<file path="src/rtl/fp_convert_seq.sv">
// Sequential two's-complement to sign/exponent/significand converter with a
// one-shift-per-clock normaliser, selectable rounding and saturation.
module fp_convert_seq #(
   parameter int IN_W  = 12,
   parameter int EXP_W = 3,
   parameter int SIG_W = 4
) (
   input  logic             clk,
   input  logic             rst,
   input  logic             in_valid,
   output logic             in_ready,
   input  logic [IN_W-1:0]  din,
   input  logic [1:0]       round_mode,
   output logic             out_valid,
   input  logic             out_ready,
   output logic             sign,
   output logic [EXP_W-1:0] exp,
   output logic [SIG_W-1:0] sig,
   output logic             ovf,
   output logic [1:0]       state_dbg
);

   localparam int MAG_W = IN_W - 1;
   localparam int LOW_W = MAG_W - SIG_W;
   localparam int EMAX  = IN_W - 1 - SIG_W;

   // Handshake: a word moves on any edge where valid && ready; in_ready only in IDLE,
   // out_valid only in DONE, and results stay stable in DONE until out_ready.
   typedef enum logic [1:0] {IDLE = 2'd0, NORM = 2'd1, ROUND = 2'd2, DONE = 2'd3} state_t;

   state_t             state_q, state_d;
   logic [MAG_W-1:0]   mag_q, mag_d;
   logic [EXP_W-1:0]   cnt_q, cnt_d;
   logic [1:0]         mode_q, mode_d;
   logic               sat_q, sat_d;
   logic               sgn_in_q, sgn_in_d;
   logic               sign_q, sign_d;
   logic [EXP_W-1:0]   exp_q, exp_d;
   logic [SIG_W-1:0]   sig_q, sig_d;
   logic               ovf_q, ovf_d;

   logic [IN_W-1:0]    neg_din;
   logic [SIG_W-1:0]   s0;
   logic [LOW_W-1:0]   low, low_sh;
   logic               r, st, inc;
   logic [SIG_W:0]     t;
   logic               norm_done;

   // State register
   always_ff @(posedge clk or posedge rst) begin
      if (rst) state_q <= IDLE;
      else     state_q <= state_d;
   end

   assign norm_done = mag_q[MAG_W-1] || (cnt_q == '0);

   // Next-state logic
   always_comb begin
      state_d = state_q;
      case (state_q)
         IDLE:    if (in_valid)  state_d = NORM;
         NORM:    if (norm_done) state_d = ROUND;
         ROUND:                  state_d = DONE;
         DONE:    if (out_ready) state_d = IDLE;
         default:                state_d = IDLE;
      endcase
   end

   // Output logic
   always_comb begin
      in_ready  = (state_q == IDLE) && !rst;
      out_valid = (state_q == DONE);
      state_dbg = state_q;
   end

   // Rounding datapath, evaluated from the normalised magnitude
   always_comb begin
      neg_din = -din;
      s0      = mag_q[MAG_W-1 -: SIG_W];
      low     = mag_q[LOW_W-1:0];
      low_sh  = low << 1;
      r       = low[LOW_W-1];
      st      = |low_sh;
      case (mode_q)
         2'b01:   inc = 1'b0;
         2'b10:   inc = r && (st || s0[0]);
         default: inc = r;
      endcase
      t = {1'b0, s0} + {{SIG_W{1'b0}}, inc};
   end

   always_comb begin
      mag_d    = mag_q;
      cnt_d    = cnt_q;
      mode_d   = mode_q;
      sat_d    = sat_q;
      sgn_in_d = sgn_in_q;
      sign_d   = sign_q;
      exp_d    = exp_q;
      sig_d    = sig_q;
      ovf_d    = ovf_q;
      case (state_q)
         IDLE: begin
            if (in_valid) begin
               sgn_in_d = din[IN_W-1];
               mode_d   = round_mode;
               cnt_d    = EXP_W'(EMAX);
               // The most negative input has no positive magnitude; clamp and flag it
               sat_d    = din[IN_W-1] && (din[IN_W-2:0] == '0);
               if (sat_d)            mag_d = '1;
               else if (din[IN_W-1]) mag_d = neg_din[MAG_W-1:0];
               else                  mag_d = din[MAG_W-1:0];
            end
         end
         NORM: begin
            if (!norm_done) begin
               mag_d = mag_q << 1;
               cnt_d = cnt_q - 1'b1;
            end
         end
         ROUND: begin
            sign_d = sgn_in_q;
            ovf_d  = sat_q;
            if (t[SIG_W]) begin
               if (cnt_q == '1) begin
                  exp_d = '1;
                  sig_d = '1;
                  ovf_d = 1'b1;
               end else begin
                  exp_d = cnt_q + 1'b1;
                  sig_d = {1'b1, {(SIG_W-1){1'b0}}};
               end
            end else begin
               exp_d = cnt_q;
               sig_d = t[SIG_W-1:0];
            end
         end
         default: ;
      endcase
   end

   always_ff @(posedge clk or posedge rst) begin
      if (rst) begin
         mag_q    <= '0;
         cnt_q    <= '0;
         mode_q   <= '0;
         sat_q    <= 1'b0;
         sgn_in_q <= 1'b0;
         sign_q   <= 1'b0;
         exp_q    <= '0;
         sig_q    <= '0;
         ovf_q    <= 1'b0;
      end else begin
         mag_q    <= mag_d;
         cnt_q    <= cnt_d;
         mode_q   <= mode_d;
         sat_q    <= sat_d;
         sgn_in_q <= sgn_in_d;
         sign_q   <= sign_d;
         exp_q    <= exp_d;
         sig_q    <= sig_d;
         ovf_q    <= ovf_d;
      end
   end

   assign sign = sign_q;
   assign exp  = exp_q;
   assign sig  = sig_q;
   assign ovf  = ovf_q;

endmodule

</file>
<file path="config.mk">
export PLATFORM = sky130hd
export DESIGN_NAME = fp_convert_seq
export DESIGN_NICKNAME = d
export VERILOG_FILES = /design/src/rtl/fp_convert_seq.sv
export SDC_FILE = /design/constraint.sdc
export NUM_CORES = 1
export LEC_CHECK = 0
export CAP_MARGIN = 20
export CORE_ASPECT_RATIO = 0.7
export CORE_MARGIN = 5
export CORE_UTILIZATION = 39
export DETAILED_ROUTE_END_ITERATION = 10
export SYNTH_ARGS = -nofsm -noshare
export SYNTH_HDL_FRONTEND = slang
export SYNTH_SLANG_ARGS = --single-unit
</file>
<file path="constraint.sdc">
create_clock -name clk -period 4.56 [get_ports clk]
set_clock_uncertainty 0.2 [all_clocks]
set_input_delay 0.912 -clock clk [delete_from_list [all_inputs] [get_ports clk]]
set_output_delay 0.912 -clock clk [all_outputs]
set_load 0.05 [all_outputs]
</file>
==> impl_metrics.env, run 1 <==
export IMPL_synth_top_family_by_area="compound AO/OA/AOI/OAI gates"
export IMPL_powerDensity_nw_per_um2=705
export IMPL_synth_cells=195
export IMPL_yosys_area_share_adder_pct=8.50
export IMPL_synth_area_leaders="dfrtp_1, ha_1, o21ai_0"
export IMPL_overflow=0
export IMPL_hold_path_class="register to register"
export IMPL_crit_start="rst"
export IMPL_synth_xor_area_share_pct=2.97
export IMPL_place_area_um2=2120
export IMPL_slew_headroom_pct=36.8
export IMPL_ios=31
export IMPL_tightest_slew_ns=0.941
export IMPL_rsz0062_at_grt="no"
export IMPL_coreArea_um2=4350
export IMPL_fin_crit_ns=3.37
export IMPL_drive_gt1_share_pct=7.93
export IMPL_reg2reg_from="state_dbg[1]$_DFFE_PP0P_"
export IMPL_pre_cts_ws_ns=1.20
export IMPL_path_max_fanout=2
export IMPL_fp_row_count=20
export IMPL_finalCritPeriodShare_pct=73.9
export IMPL_cp_slowest_cell="clkdlybuf4s50_1"
export IMPL_ys_seq_elements=29
export IMPL_vias=1495
export IMPL_ir_drop_v=0.000421
export IMPL_hold_viol=0
export IMPL_ant_nets=0
export IMPL_synth_compound_area_share_pct=21.4
export IMPL_post_route_drc_count=0
export IMPL_hold_buffers=0
export IMPL_leakage_nw=0.927
export IMPL_synth_edf_count=0
export IMPL_clock_sinks=29
export IMPL_synth_ff_type="dfrtp_1"
export IMPL_start_kind="input port"
export IMPL_antenna_cells=0
export IMPL_cap_violations=0
export IMPL_cp_data_required_time_ns=3.45
export IMPL_via_per_inst=5.30
export IMPL_grt_pass1_wl_um=6600
export IMPL_cts_buffer_depth=2
export IMPL_antenna_found_initial=0
export IMPL_grt_total_usage_pct=13.8
export IMPL_port_buffers=30
export IMPL_gp_congestion=0.769
export IMPL_max_freq_ghz=0.297
export IMPL_worst_slack_ns=1.19
export IMPL_setup_tns_ns=0
export IMPL_die_x_um=90.4
export IMPL_cts_resized=0
export IMPL_async_flop_share_pct=100
export IMPL_drtIter0Drc=91
export IMPL_setup_viol=0
export IMPL_final_util_pct=50.7
export IMPL_critPathArrivalTime_ns=2.26
export IMPL_avgSynthCellArea_um2=9.06
export IMPL_syn2layout_area_growth_pct=24.9
export IMPL_cts_setup_buffers=0
export IMPL_dieArea_um2=6000
export IMPL_root_buffer="clkbuf_8"
export IMPL_fp_dieH_um=66.3
export IMPL_path_class="input port to output port"
export IMPL_cts_made_buffers=5
export IMPL_grt_max_degree=30
export IMPL_status="finished, final reports clean"
export IMPL_synth_seq_area_share_pct=41.1
export IMPL_end_kind="output port"
export IMPL_nets=257
export IMPL_yosysTopAreaCellShare_pct=41.1
export IMPL_synthesis_nets=225
export IMPL_totalWireLength_um=3860
export IMPL_nFillCells=447
export IMPL_max_stage_delay_ns=0.81
export IMPL_drt_pass1_iter_count=4
export IMPL_slew_viol_final=0
export IMPL_final_area_um2=2210
export IMPL_first_global_vias=1374
export IMPL_synth_cell_types=42
export IMPL_cts_tree="done"
export IMPL_htree_levels=2
export IMPL_synthSimpleGateAreaFrac_pct=17.6
export IMPL_worstHoldStart="sat_q$_DFFE_PP0P_"
export IMPL_cpMostUsedCell="clkdlybuf4s50_1"
export IMPL_synth_warnings=0
export IMPL_yosys_area_top_type="dfrtp_1"
export IMPL_clk_latency_ns=0.28
export IMPL_power_total_w=0.00156
export IMPL_seqCellArea_um2=726
export IMPL_worstPathCellList="clkdlybuf4s50_1 -> nor2b_1 -> clkdlybuf4s50_1"
export IMPL_multi_input_comb_area_um2=958
export IMPL_clkTransAtPathRegs_ns=0.06
export IMPL_syn_cell_area_um2=1770
export IMPL_dp_hpwl_um=2860
export IMPL_drt_wirelength_per_cell_um=13.7
export IMPL_initial_core_util_pct=40.6
export IMPL_synthMuxAreaShare_pct=3.82
==> worst paths after layout <==
check,slack (ns),end,cells after the start
max in group asynchronous,3.05,exp[0]$_DFFE_PP0P_,3
setup reg to reg,1.30,mag_q[10]$_DFFE_PP0P_,7
hold reg to reg,0.30,sat_q$_DFFE_PP0P_,2
min in group asynchronous,0.83,mode_q[0]$_DFFE_PP0P_,3
hold / removal,0.30,sat_q$_DFFE_PP0P_,2
setup / recovery,1.19,in_ready,3
==> critical path, delay by kind of cell <==
| kind | cells | cell delay, ns |
|---|---|---|
| buffers and inverters | 2 | 1.23 |
| AND/OR/NAND/NOR | 1 | 0.12 |
==> logic make-up (layout without fill, tap and decap cells) <==
kind of cell | count (synthesis) | count (layout)
AO/OA/AOI/OAI | 62 | 62
XOR/XNOR | 6 | 6
adder cells (fa/ha/maj) | 12 | 12
buffers and inverters | 22 | 54
flip-flops | 29 | 29
multiplexers | 6 | 6
AND/OR/NAND/NOR | 58 | 58
==> through the flow <==
stage,instances,hold slack (ns)
2_1_floorplan,195,0.251
3_3_place_gp,275,0.291
3_5_place_dp,275,0.295
4_1_cts,282,0.310
5_1_grt,282,0.328
6_report,282,0.303
==> state kept, by name (all words and copies together), names as in the netlist <==
signal     count
ovf            1
sig            4
mode_q         2
sign           1
sgn_in_q       1
cnt_q          3
mag_q         11
sat_q          1
exp            3
state_dbg      2
==> power breakdown <==
group	leakage, nW	total [W]	internal, W	switching, W
Sequential	0.335	0.000479	0.000384	0.0000943
Clock	0.0443	0.000212	0.000119	0.0000926
Combinational	0.547	0.000865	0.000324	0.000542
==> synth_stat cells (2+ instances only) <==
master,n
dfrtp_1,29
o21ai_0,22
a21oi_1,16
inv_1,16
nor2_1,16
ha_1,12
nand2_1,11
clkbuf_1,6
mux2_2,6
nand3_1,5
nor3_1,5
o211ai_1,5
nor2b_1,4
a21o_1,3
a221oi_1,3
xnor2_1,3
xor2_1,3
a21boi_0,2
a31oi_1,2
nand4_1,2
o2111ai_1,2
o21a_1,2
==> final cells by class <==
class / count / area share [%]
Inverter: 16 / 2.72
Sequential cell: 29 / 32.9
Timing Repair Buffer: 31 / 13.9
Tap cell: 55 / 3.12
Clock buffer: 7 / 3.91
Multi-Input combinational cell: 144 / 43.4
==> routing by layer <==
layer  wire [um]  up-vias  part of all wire (%)  track usage, %
met1        2050      683                    53            20.0
met2        1560       41                    40            19.7
li1            -      769                     -               -
met4          11        0                  0.29            1.67
met3         235        2                   6.1            5.69
met5           0        -                     0               0
==> placed cells by master (no fill, tap or decap), types with 2 or more instances in the layout <==
| cell type | n |
|---|---|
| nor2_1 | 16 |
| mux2_2 | 6 |
| clkbuf_8 | 6 |
| clkdlybuf4s50_1 | 30 |
| dfrtp_1 | 29 |
| xnor2_1 | 3 |
| o211ai_1 | 5 |
| nand4_1 | 2 |
| a21o_1 | 3 |
| inv_1 | 16 |
| a21boi_0 | 2 |
| ha_1 | 12 |
| a31oi_1 | 2 |
| nor2b_1 | 4 |
| a21oi_1 | 16 |
| o2111ai_1 | 2 |
| nor3_1 | 5 |
| nand3_1 | 5 |
| o21ai_0 | 22 |
| nand2_1 | 11 |
| o21a_1 | 2 |
| xor2_1 | 3 |
| a221oi_1 | 3 |
Power figures use the tool's default switching activity.
==> run 2: changes to the inputs <==
==> constraint.sdc (replaced) <==
create_clock -name clk -period 3.4 [get_ports clk]
set_clock_uncertainty 0.2 [all_clocks]
set_input_delay 0.68 -clock clk [delete_from_list [all_inputs] [get_ports clk]]
set_output_delay 0.68 -clock clk [all_outputs]
set_load 0.05 [all_outputs]
==> impl_metrics.env, run 2 (same netlist as run 1, synthesis figures left out) <==
export IMPL_root_buffer="clkbuf_8"
export IMPL_fin_cells=289
export IMPL_nets=263
export IMPL_path_max_fanout=5
export IMPL_mostFrequentLayoutCell="clkdlybuf4s50_1"
export IMPL_cts_made_buffers=5
export IMPL_via_per_inst=5.26
export IMPL_dpl_cell_count=281
export IMPL_antenna_found_initial=0
export IMPL_reg2reg_from="mag_q[3]$_DFFE_PP0P_"
export IMPL_cts_setup_buffers=0
export IMPL_worstHoldStart="sgn_in_q$_DFFE_PP0P_"
export IMPL_cts_tree="done"
export IMPL_clk_latency_ns=0.28
export IMPL_dp_hpwl_um=3080
export IMPL_rr_endpoint="exp[0]$_DFFE_PP0P_"
export IMPL_cp_data_required_time_ns=2.52
export IMPL_grt_max_degree=30
export IMPL_fin_crit_ns=2.95
export IMPL_pre_cts_ws_ns=0.449
export IMPL_ir_drop_v=0.000579
export IMPL_slew_headroom_pct=63.5
export IMPL_hold_depth=1
export IMPL_antenna_cells=0
export IMPL_overflow=0
export IMPL_hold_buffers=0
export IMPL_cts_buffer_depth=2
export IMPL_setup_viol=0
export IMPL_hold_viol=0
export IMPL_vias=1521
export IMPL_coreArea_um2=4350
export IMPL_port_buffers=30
export IMPL_multi_input_comb_area_um2=958
export IMPL_finalCritPeriodShare_pct=86.7
export IMPL_hold_path_class="register to register"
export IMPL_regMostFlops="mag_q"
export IMPL_critPathArrivalTime_ns=2.07
export IMPL_status="finished, final reports clean"
export IMPL_max_freq_ghz=0.339
export IMPL_worst_slack_ns=0.452
export IMPL_powerDensity_nw_per_um2=959
export IMPL_totalWireLength_um=4060
export IMPL_drt_pass1_iter_count=4
export IMPL_initial_core_util_pct=40.6
export IMPL_rsz0062_at_grt="no"
export IMPL_fp_row_count=20
export IMPL_ios=31
export IMPL_syn2layout_area_growth_pct=28.3
export IMPL_fp_dieH_um=66.3
export IMPL_drtIter0Drc=67
export IMPL_post_route_drc_count=0
export IMPL_ant_nets=0
export IMPL_nFillCells=431
export IMPL_leakage_nw=0.966
export IMPL_tightest_slew_ns=0.547
export IMPL_clock_sinks=29
export IMPL_reg2reg_slack_ns=1.03
export IMPL_die_x_um=90.4
export IMPL_slew_viol_final=0
export IMPL_path_class="register to output port"
export IMPL_grt_pass1_wl_um=7000
export IMPL_start_kind="register"
export IMPL_grt_total_usage_pct=14.6
export IMPL_end_kind="output port"
export IMPL_reg2regPathDepth=9
export IMPL_setup_tns_ns=0
export IMPL_drt_wirelength_per_cell_um=14.1
export IMPL_cap_violations=0
export IMPL_htree_levels=2
export IMPL_first_global_vias=1486
export IMPL_largest_reg_flops=11
export IMPL_dieArea_um2=6000
export IMPL_gp_congestion=0.795
export IMPL_layout_common_cells="clkdlybuf4s50_1, dfrtp_1, o21ai_0"
export IMPL_drive_gt1_share_pct=11.1
export IMPL_seqCellArea_um2=726
export IMPL_clkTransAtPathRegs_ns=0.06
export IMPL_cts_resized=0
export IMPL_worstHoldEndpoint="sign$_DFFE_PP0P_"
run 2: cell types whose count changed in the layout (fill, tap and decap cells not counted), sizes merged:
cell	delta
clkinv	+1
buf	+6
run 2: power breakdown:
group	switching [W]	internal [W]
Clock	0.000133	0.000183
Combinational	0.000748	0.000466
Sequential	0.000128	0.000515
Total	0.00101	0.00116
run 2: area by class of cell:
cell class                 instances  share of cell area [%]
clock buffer                       7                    4.25
clock inverter                     1                   0.221
inverter                          16                    2.65
multi-input combinational        144                    42.3
sequential                        29                    32.0
tap                               55                    3.04
timing repair buffer              37                    15.6
run 2: layer usage:
layer | wire length, um | GRT usage (%) | vias to the layer above | part of all wire (%)
met4 | 8 | 4.09 | 0 | 0.20
met3 | 203 | 5.35 | 2 | 5.0
met5 | 0 | 0 | - | 0
met2 | 1650 | 19.7 | 34 | 41
li1 | - | - | 774 | -
met1 | 2200 | 21.4 | 711 | 54
run 2: through the flow:
step	util, %	hold slack, ns	total power [W]	cell area, um^2
2_1_floorplan	-	0.251	0.00148	1770
3_3_place_gp	49.7	0.289	0.00186	2170
3_5_place_dp	49.7	0.297	0.00187	2170
4_1_cts	52.1	0.311	0.00220	2270
5_1_grt	52.1	0.324	0.00237	2270
6_report	52.1	0.306	0.00217	2270
run 2: worst max-delay path, cell delays in order (launching register included):
cell             delay, ns
dfrtp_1               0.42
inv_1                 0.13
ha_1                  0.27
nor2b_1               0.16
clkdlybuf4s50_1       0.81
run 2: worst max-delay path by stage:
stage                                   startpoint                     to  slack, ns
after floorplan           state_dbg[0]$_DFFE_PP0P_               in_ready       0.82
after detailed placement                    din[2]  mag_q[10]$_DFFE_PP0P_       0.45
final                     state_dbg[0]$_DFFE_PP0P_               in_ready       0.45
after CTS                 state_dbg[0]$_DFFE_PP0P_               in_ready       0.44
after global routing      state_dbg[0]$_DFFE_PP0P_               in_ready       0.35
after global placement                      din[2]  mag_q[10]$_DFFE_PP0P_       0.49
